### config.mk
export PLATFORM = sky130hd
export DESIGN_NAME = if_fetch_flat
export DESIGN_NICKNAME = d
export VERILOG_FILES = /design/src/rtl/if_fetch_if.sv /design/src/rtl/if_fetch.sv /design/src/flat_wrapper.sv
export SDC_FILE = /design/constraint.sdc
export NUM_CORES = 1
export LEC_CHECK = 0
export ABC_AREA = 1
export ABC_CLOCK_PERIOD_IN_PS = 2950
export BUFFER_PORTS_ARGS = -buffer_cell sky130_fd_sc_hd__buf_4
export CAP_MARGIN = 20
export CORE_MARGIN = 8
export CORE_UTILIZATION = 48
export CTS_CLUSTER_DIAMETER = 50
export DETAILED_ROUTE_END_ITERATION = 7
export HOLD_SLACK_MARGIN = 0.02
export PLACE_DENSITY = 0.67
export SYNTH_ARGS = -nofsm -noshare
export SYNTH_HDL_FRONTEND = slang
export SYNTH_SLANG_ARGS = --single-unit
### constraint.sdc
create_clock -name clk_in -period 2.95 [get_ports clk_in]
set_input_delay 0.59 -clock clk_in [delete_from_list [all_inputs] [get_ports clk_in]]
set_output_delay 0.59 -clock clk_in [all_outputs]
set_load 0.01 [all_outputs]
### src/rtl/if_fetch_if.sv
// Bundles the fetch stage's memory-bus and IF_ID-side signals; master = fetch stage,
// slave = memory arbiter plus downstream pipeline register.
interface if_fetch_if;
  logic        memGnt_in;
  logic [7:0]  memData_in;
  logic        memRE_out;
  logic [31:0] memAddr_out;
  logic        stall_in;
  logic        jumpE_in;
  logic [31:0] jumpAddr_in;
  logic        instValid_out;
  logic [31:0] pc_out;
  logic [31:0] inst_out;

  modport master (
    input  memGnt_in, memData_in, stall_in, jumpE_in, jumpAddr_in,
    output memRE_out, memAddr_out, instValid_out, pc_out, inst_out
  );

  modport slave (
    output memGnt_in, memData_in, stall_in, jumpE_in, jumpAddr_in,
    input  memRE_out, memAddr_out, instValid_out, pc_out, inst_out
  );
endinterface

### src/rtl/if_fetch.sv
// Instruction fetch: assembles a 32-bit little-endian word from a byte-wide bus, one byte per cycle.
// Optional direct-mapped I-cache is enabled by defining IF_ICACHE_EN.
//
// Handshake: the held word {pc_out, inst_out} is consumed on a rising edge where
// instValid_out=1 and stall_in=0; a redirect (jumpE_in) overrides everything and also
// retires any held word. A memory byte is returned one cycle after its address is driven.
module if_fetch #(
  parameter logic [31:0] RESET_PC     = 32'h0,
  parameter int unsigned ICACHE_LINES = 64
) (
  input  logic       clk_in,
  input  logic       rst_in,
  if_fetch_if.master bus,
  output logic [2:0] state_dbg_o
);
  typedef enum logic [2:0] {
    F0   = 3'd0,
    F1   = 3'd1,
    F2   = 3'd2,
    F3   = 3'd3,
    F4   = 3'd4,
    HOLD = 3'd5
  } state_t;

  state_t      state_q, state_d;
  logic [31:0] pc_q, pc_d;
  logic [23:0] buf_q, buf_d;
  logic        re_q, re_d;
  logic [31:0] addr_q, addr_d;
  logic        valid_q, valid_d;
  logic [31:0] pc_out_q, pc_out_d;
  logic [31:0] inst_q, inst_d;
  logic        start;
  logic        hit_cur, hit_next;
  logic [31:0] hit_data;
  logic [31:0] fetched_word;

  assign fetched_word = {bus.memData_in, buf_q};

  always_ff @(posedge clk_in or negedge rst_in) begin
    if (!rst_in) begin
      state_q  <= F0;
      pc_q     <= RESET_PC;
      buf_q    <= '0;
      re_q     <= 1'b0;
      addr_q   <= '0;
      valid_q  <= 1'b0;
      pc_out_q <= '0;
      inst_q   <= '0;
    end else begin
      state_q  <= state_d;
      pc_q     <= pc_d;
      buf_q    <= buf_d;
      re_q     <= re_d;
      addr_q   <= addr_d;
      valid_q  <= valid_d;
      pc_out_q <= pc_out_d;
      inst_q   <= inst_d;
    end
  end

  // F0 with re_q=0 is the idle/restart point: the request is (re)issued once the grant is back.
  always_comb begin
    state_d = state_q;
    pc_d    = pc_q;
    start   = 1'b0;
    if (bus.jumpE_in) begin
      state_d = F0;
      pc_d    = {bus.jumpAddr_in[31:2], 2'b00};
      start   = 1'b1;
    end else begin
      unique case (state_q)
        F0: begin
          if (hit_cur) begin
            state_d = HOLD;
          end else if (bus.memGnt_in) begin
            if (re_q) state_d = F1;
            else      start   = 1'b1;
          end
        end
        F1:   state_d = bus.memGnt_in ? F2   : F0;
        F2:   state_d = bus.memGnt_in ? F3   : F0;
        F3:   state_d = bus.memGnt_in ? F4   : F0;
        F4:   state_d = bus.memGnt_in ? HOLD : F0;
        HOLD: begin
          if (!bus.stall_in) begin
            state_d = F0;
            pc_d    = pc_q + 32'd4;
            start   = 1'b1;
          end
        end
        default: state_d = F0;
      endcase
    end
  end

  always_comb begin
    re_d     = 1'b0;
    addr_d   = addr_q;
    buf_d    = buf_q;
    valid_d  = valid_q;
    pc_out_d = pc_out_q;
    inst_d   = inst_q;
    if (start) begin
      re_d    = !hit_next;
      addr_d  = pc_d;
      valid_d = 1'b0;
    end else if (state_d == F1 || state_d == F2 || state_d == F3) begin
      re_d   = 1'b1;
      addr_d = pc_q + {29'd0, state_d};
    end
    if (state_q == F1 && state_d == F2) buf_d[7:0]   = bus.memData_in;
    if (state_q == F2 && state_d == F3) buf_d[15:8]  = bus.memData_in;
    if (state_q == F3 && state_d == F4) buf_d[23:16] = bus.memData_in;
    if (state_q == F4 && state_d == HOLD) begin
      valid_d  = 1'b1;
      pc_out_d = pc_q;
      inst_d   = fetched_word;
    end
    if (state_q == F0 && state_d == HOLD) begin
      valid_d  = 1'b1;
      pc_out_d = pc_q;
      inst_d   = hit_data;
    end
  end

`ifdef IF_ICACHE_EN
  localparam int unsigned IDX_W = $clog2(ICACHE_LINES);
  localparam int unsigned TAG_W = 30 - IDX_W;

  logic [ICACHE_LINES-1:0] line_v_q;
  logic [TAG_W-1:0]        line_tag_q  [ICACHE_LINES];
  logic [31:0]             line_word_q [ICACHE_LINES];
  logic [IDX_W-1:0]        idx_cur, idx_next;
  logic                    fill;

  assign idx_cur  = pc_q[IDX_W+1:2];
  assign idx_next = pc_d[IDX_W+1:2];
  assign hit_cur  = line_v_q[idx_cur]  && (line_tag_q[idx_cur]  == pc_q[31:IDX_W+2]);
  assign hit_next = line_v_q[idx_next] && (line_tag_q[idx_next] == pc_d[31:IDX_W+2]);
  assign hit_data = line_word_q[idx_cur];
  // Only a completed memory fetch fills; aborted words never reach F4 -> HOLD.
  assign fill     = (state_q == F4) && (state_d == HOLD);

  always_ff @(posedge clk_in or negedge rst_in) begin
    if (!rst_in)   line_v_q          <= '0;
    else if (fill) line_v_q[idx_cur] <= 1'b1;
  end

  always_ff @(posedge clk_in) begin
    if (fill) begin
      line_tag_q[idx_cur]  <= pc_q[31:IDX_W+2];
      line_word_q[idx_cur] <= fetched_word;
    end
  end
`else
  assign hit_cur  = 1'b0;
  assign hit_next = 1'b0;
  assign hit_data = 32'h0;
`endif

  assign bus.memRE_out     = re_q;
  assign bus.memAddr_out   = addr_q;
  assign bus.instValid_out = valid_q;
  assign bus.pc_out        = pc_out_q;
  assign bus.inst_out      = inst_q;
  assign state_dbg_o       = state_q;
endmodule

### src/flat_wrapper.sv
// flat-port wrapper written by rule: the top's interface ports become plain ports
module if_fetch_flat 
#(
  parameter logic [31:0] RESET_PC     = 32'h0,
  parameter int unsigned ICACHE_LINES = 64
)
  (clk_in, rst_in, state_dbg_o, bus_memGnt_in, bus_memData_in, bus_stall_in, bus_jumpE_in, bus_jumpAddr_in, bus_memRE_out, bus_memAddr_out, bus_instValid_out, bus_pc_out, bus_inst_out);
  if_fetch_if bus_i ();
  input  logic clk_in;
  input  logic rst_in;
  output logic [2:0] state_dbg_o;
  input wire logic [$bits(bus_i.memGnt_in)-1:0] bus_memGnt_in;
  input wire logic [$bits(bus_i.memData_in)-1:0] bus_memData_in;
  input wire logic [$bits(bus_i.stall_in)-1:0] bus_stall_in;
  input wire logic [$bits(bus_i.jumpE_in)-1:0] bus_jumpE_in;
  input wire logic [$bits(bus_i.jumpAddr_in)-1:0] bus_jumpAddr_in;
  output wire logic [$bits(bus_i.memRE_out)-1:0] bus_memRE_out;
  output wire logic [$bits(bus_i.memAddr_out)-1:0] bus_memAddr_out;
  output wire logic [$bits(bus_i.instValid_out)-1:0] bus_instValid_out;
  output wire logic [$bits(bus_i.pc_out)-1:0] bus_pc_out;
  output wire logic [$bits(bus_i.inst_out)-1:0] bus_inst_out;
  assign bus_i.memGnt_in = bus_memGnt_in;
  assign bus_i.memData_in = bus_memData_in;
  assign bus_i.stall_in = bus_stall_in;
  assign bus_i.jumpE_in = bus_jumpE_in;
  assign bus_i.jumpAddr_in = bus_jumpAddr_in;
  assign bus_memRE_out = bus_i.memRE_out;
  assign bus_memAddr_out = bus_i.memAddr_out;
  assign bus_instValid_out = bus_i.instValid_out;
  assign bus_pc_out = bus_i.pc_out;
  assign bus_inst_out = bus_i.inst_out;
  if_fetch #(.RESET_PC(RESET_PC), .ICACHE_LINES(ICACHE_LINES)) u_core (.clk_in(clk_in), .rst_in(rst_in), .bus(bus_i), .state_dbg_o(state_dbg_o));
endmodule
==> results.tsv <==
metric	value	unit
tns	0	ns
grt_pass1_vias	7164	
finalPower	0.00564	W
final_nets	1260	
post_cts_buffers	0	
io_buffers	143	
r2r_slack	0.22	ns
drt_iter0_drc	742	
cts_tree	done	
drive_gt1_share	20.0	%
syn-cell-area	7990	um^2
cp.required	3.27	ns
clkTransAtPathRegs	0.06	ns
pwr-share-seq	45.0	%
power.leakage	5.26	nW
synth_edf_count	0	
timing.final.crit_share	92.6	%
via_per_inst	5.06	
rsz0062_at_grt	false	
crit_path_end_kind	register	
wl_per_cell	16.3	um
ioPinCount	146	
die_h	145	um
status	finished, final reports clean	
path_cells	inv_1 -> nand2_1 -> a21oi_1 -> nand2_1 -> nand2_1 -> ha_1 -> inv_1 -> fa_1 -> inv_1 -> nand2_1 -> nand2_1 -> nand2_2 -> nor2_4 -> nand3_1 -> nand2_1 -> nand2_1 -> nand2_1 -> nand2_1 -> inv_1 -> nand2_1	
drt_pre_antenna_iters	5	
rows	47	
finalSetupViolCount	0	
dp_hpwl	17000	um
clock_power_share	39.2	%
startpoint_type	register	
intPower	0.00403	W
diodes	0	
synth_seq_area_share	49.2	%
synth-async-reset-ratio	100	%
yosysWarnings	0	
slowest_stage	dfrtp_2	
clkSinkCount	157	
synth_top_cell_by_area	dfrtp_1	
clk_latency	0.42	ns
dieArea	21000	um^2
clockBufferDepth	2	
htree_levels	4	
skew	0.00656	ns
final_antenna_net_count	0	
synth_fp_nets	1112	
hold_buffers	0	
root_buffer	clkbuf_16	
layout_min_cycle_time	2.73	ns
cts_buffers	17	
synth_common_cells	nand2_1, dfrtp_1, nand3_1, inv_1, nor2_1	
synth_most_common_cell	nand2_1	
track_usage	22.4	%
initial_core_util	48.7	%
netlist.area_leader.share	49.2	%
reg2reg_from	u_core.state_dbg_o[2]	
worst_r2r_path_depth	20	
synth_cell_type_count	32	
grt_overflow	0	
critPathMaxFanout	7	
p_sw	0.00161	W
r2r-end	u_core.bus.memAddr_out[18]	
grt_max_degree	85	
switching_share	28.5	%
num_vias	7290	
drc_errors	0	
ys.flop_type	dfrtp_1	
synth.avg_cell_area	7.52	um^2
drv_slew	0	
slowest_delay	0.44	ns
pwr-share-comb	15.8	%
crit_top_cell	nand2_1	
worstMarginPinSlew	0.681	ns
cap_violations	0	
die_x	145	um
synthTopCellsByArea	dfrtp_1, nand2_1, nand3_1	
n_fill_cell	1526	
synthCells	1062	
hold_class	in2async	
crit_type	reg2reg	
synth.ff_latch_count	157	
area_growth	24.6	%
gp_congestion	0.906	
antenna_found_initial	0	
cts.repair.resized	0	
hold_violations	0	
slew_headroom	54.6	%
wl	23500	um
grt_first_pass_wirelength	37800	um
pwr_density_cell	567	nW/um^2
ir_drop	0.425	mV
fmax	366	MHz
core_area	16400	um^2
arrival	3.05	ns
==> critical path, delay by kind of cell, from the launching register on <==
| family | cells | cell delay [ns] |
|---|---|---|
| flops | 1 | 0.44 |
| fa+ha+maj | 2 | 0.55 |
| simple gates | 13 | 1.14 |
| buf+inv | 4 | 0.36 |
| compound gates | 1 | 0.12 |
==> layout make-up <==
type                       count  area [um^2]  area share [%]
clock buffer                  20          457            4.59
tap                          220          275            2.77
sequential                   157         3930            39.5
inverter                      96          360            3.62
clock inverter                11          133            1.33
multi-input combinational    773         3530            35.4
timing repair buffer         165         1270            12.7
==> placed cells by master (no fill, tap or decap), types with 2 or more instances in the layout <==
cell type,n
nand2_1,402
buf_4,162
dfrtp_1,154
nand3_1,121
inv_1,89
nor2_1,79
o21ai_1,39
or2_2,23
o21ai_0,19
clkbuf_16,17
xor2_1,16
a21oi_1,13
a21boi_0,13
inv_2,7
nor2_2,7
and2_1,7
nand4_1,6
nand2_2,5
nor2_4,4
ha_1,4
a31oi_1,3
clkinv_4,3
dfrtp_2,3
nand3b_1,2
a21boi_1,2
o21bai_1,2
clkbuf_8,2
clkinv_2,2
inv_6,2
bufinv_16,2
buf_12,2
==> routing by layer <==
metal	share of wire [%]	wire length, um	global-route usage, %	up-vias
met4	1.9	438	7.94	0
met2	45	10500	33.9	255
met3	6.4	1510	4.60	25
met1	47	11100	31.3	3370
li1	-	-	-	3640
met5	0	0	0	-
==> worst max-delay path by stage <==
stage / from / to / slack [ns] / cells after the start
floorplan: bus_jumpE_in / u_core.bus.memAddr_out[30] / 0.26 / 21
global placement: bus_jumpE_in / u_core.bus.memAddr_out[26] / 0.1 / 21
finish: u_core.state_dbg_o[2] / u_core.bus.memAddr_out[18] / 0.22 / 20
global route: u_core.state_dbg_o[2] / u_core.bus.memAddr_out[30] / 0.009 / 20
detailed placement: bus_jumpE_in / u_core.bus.memAddr_out[26] / 0.01 / 21
CTS: u_core.state_dbg_o[1] / u_core.bus.memAddr_out[26] / 0.15 / 20
==> power by group through the flow <==
stage	clock (W)	combinational [W]	sequential, W
after detailed placement	0	0.000892	0.00257
after CTS	0.00224	0.000898	0.00254
after global placement	0	0.000879	0.00257
after global routing	0.00233	0.00100	0.00257
final	0.00221	0.000892	0.00254
after floorplan	0	0.000444	0.00258
==> cell families (layout without fill, tap and decap cells) <==
family,Yosys count,count (layout),synth area share (%)
XOR/XNOR,17,17,1.86
AO/OA/AOI/OAI,93,93,6.47
adder cells (fa/ha/maj),5,5,0.878
buffers and inverters,133,292,6.97
AND/OR/NAND/NOR,657,658,34.6
flip-flops,157,157,49.2
==> state kept, by name, summed over array words and instances (netlist names) <==
signal                    count
u_core.bus.memAddr_out       32
u_core.pc_q                  32
u_core.bus.instValid_out      1
u_core.bus.memRE_out          1
u_core.state_dbg_o            3
u_core.buf_q                 24
u_core.bus.pc_out            32
u_core.bus.inst_out          32
==> stage by stage <==
step / cells / util, % / instance area (um^2) / hold WS [ns] / setup slack, ns
after global routing: 1442 / 60.7 / 9950 / 0.200 / 0.00883
after global placement: 1410 / 56.9 / 9330 / 0.454 / 0.0984
final: 1442 / 60.7 / 9950 / 0.167 / 0.217
after CTS: 1441 / 60.5 / 9920 / 0.182 / 0.152
after floorplan: 1062 / - / 7990 / 0.294 / 0.260
after detailed placement: 1410 / 56.9 / 9330 / 0.460 / 0.0112
Power figures use the tool's default switching activity.
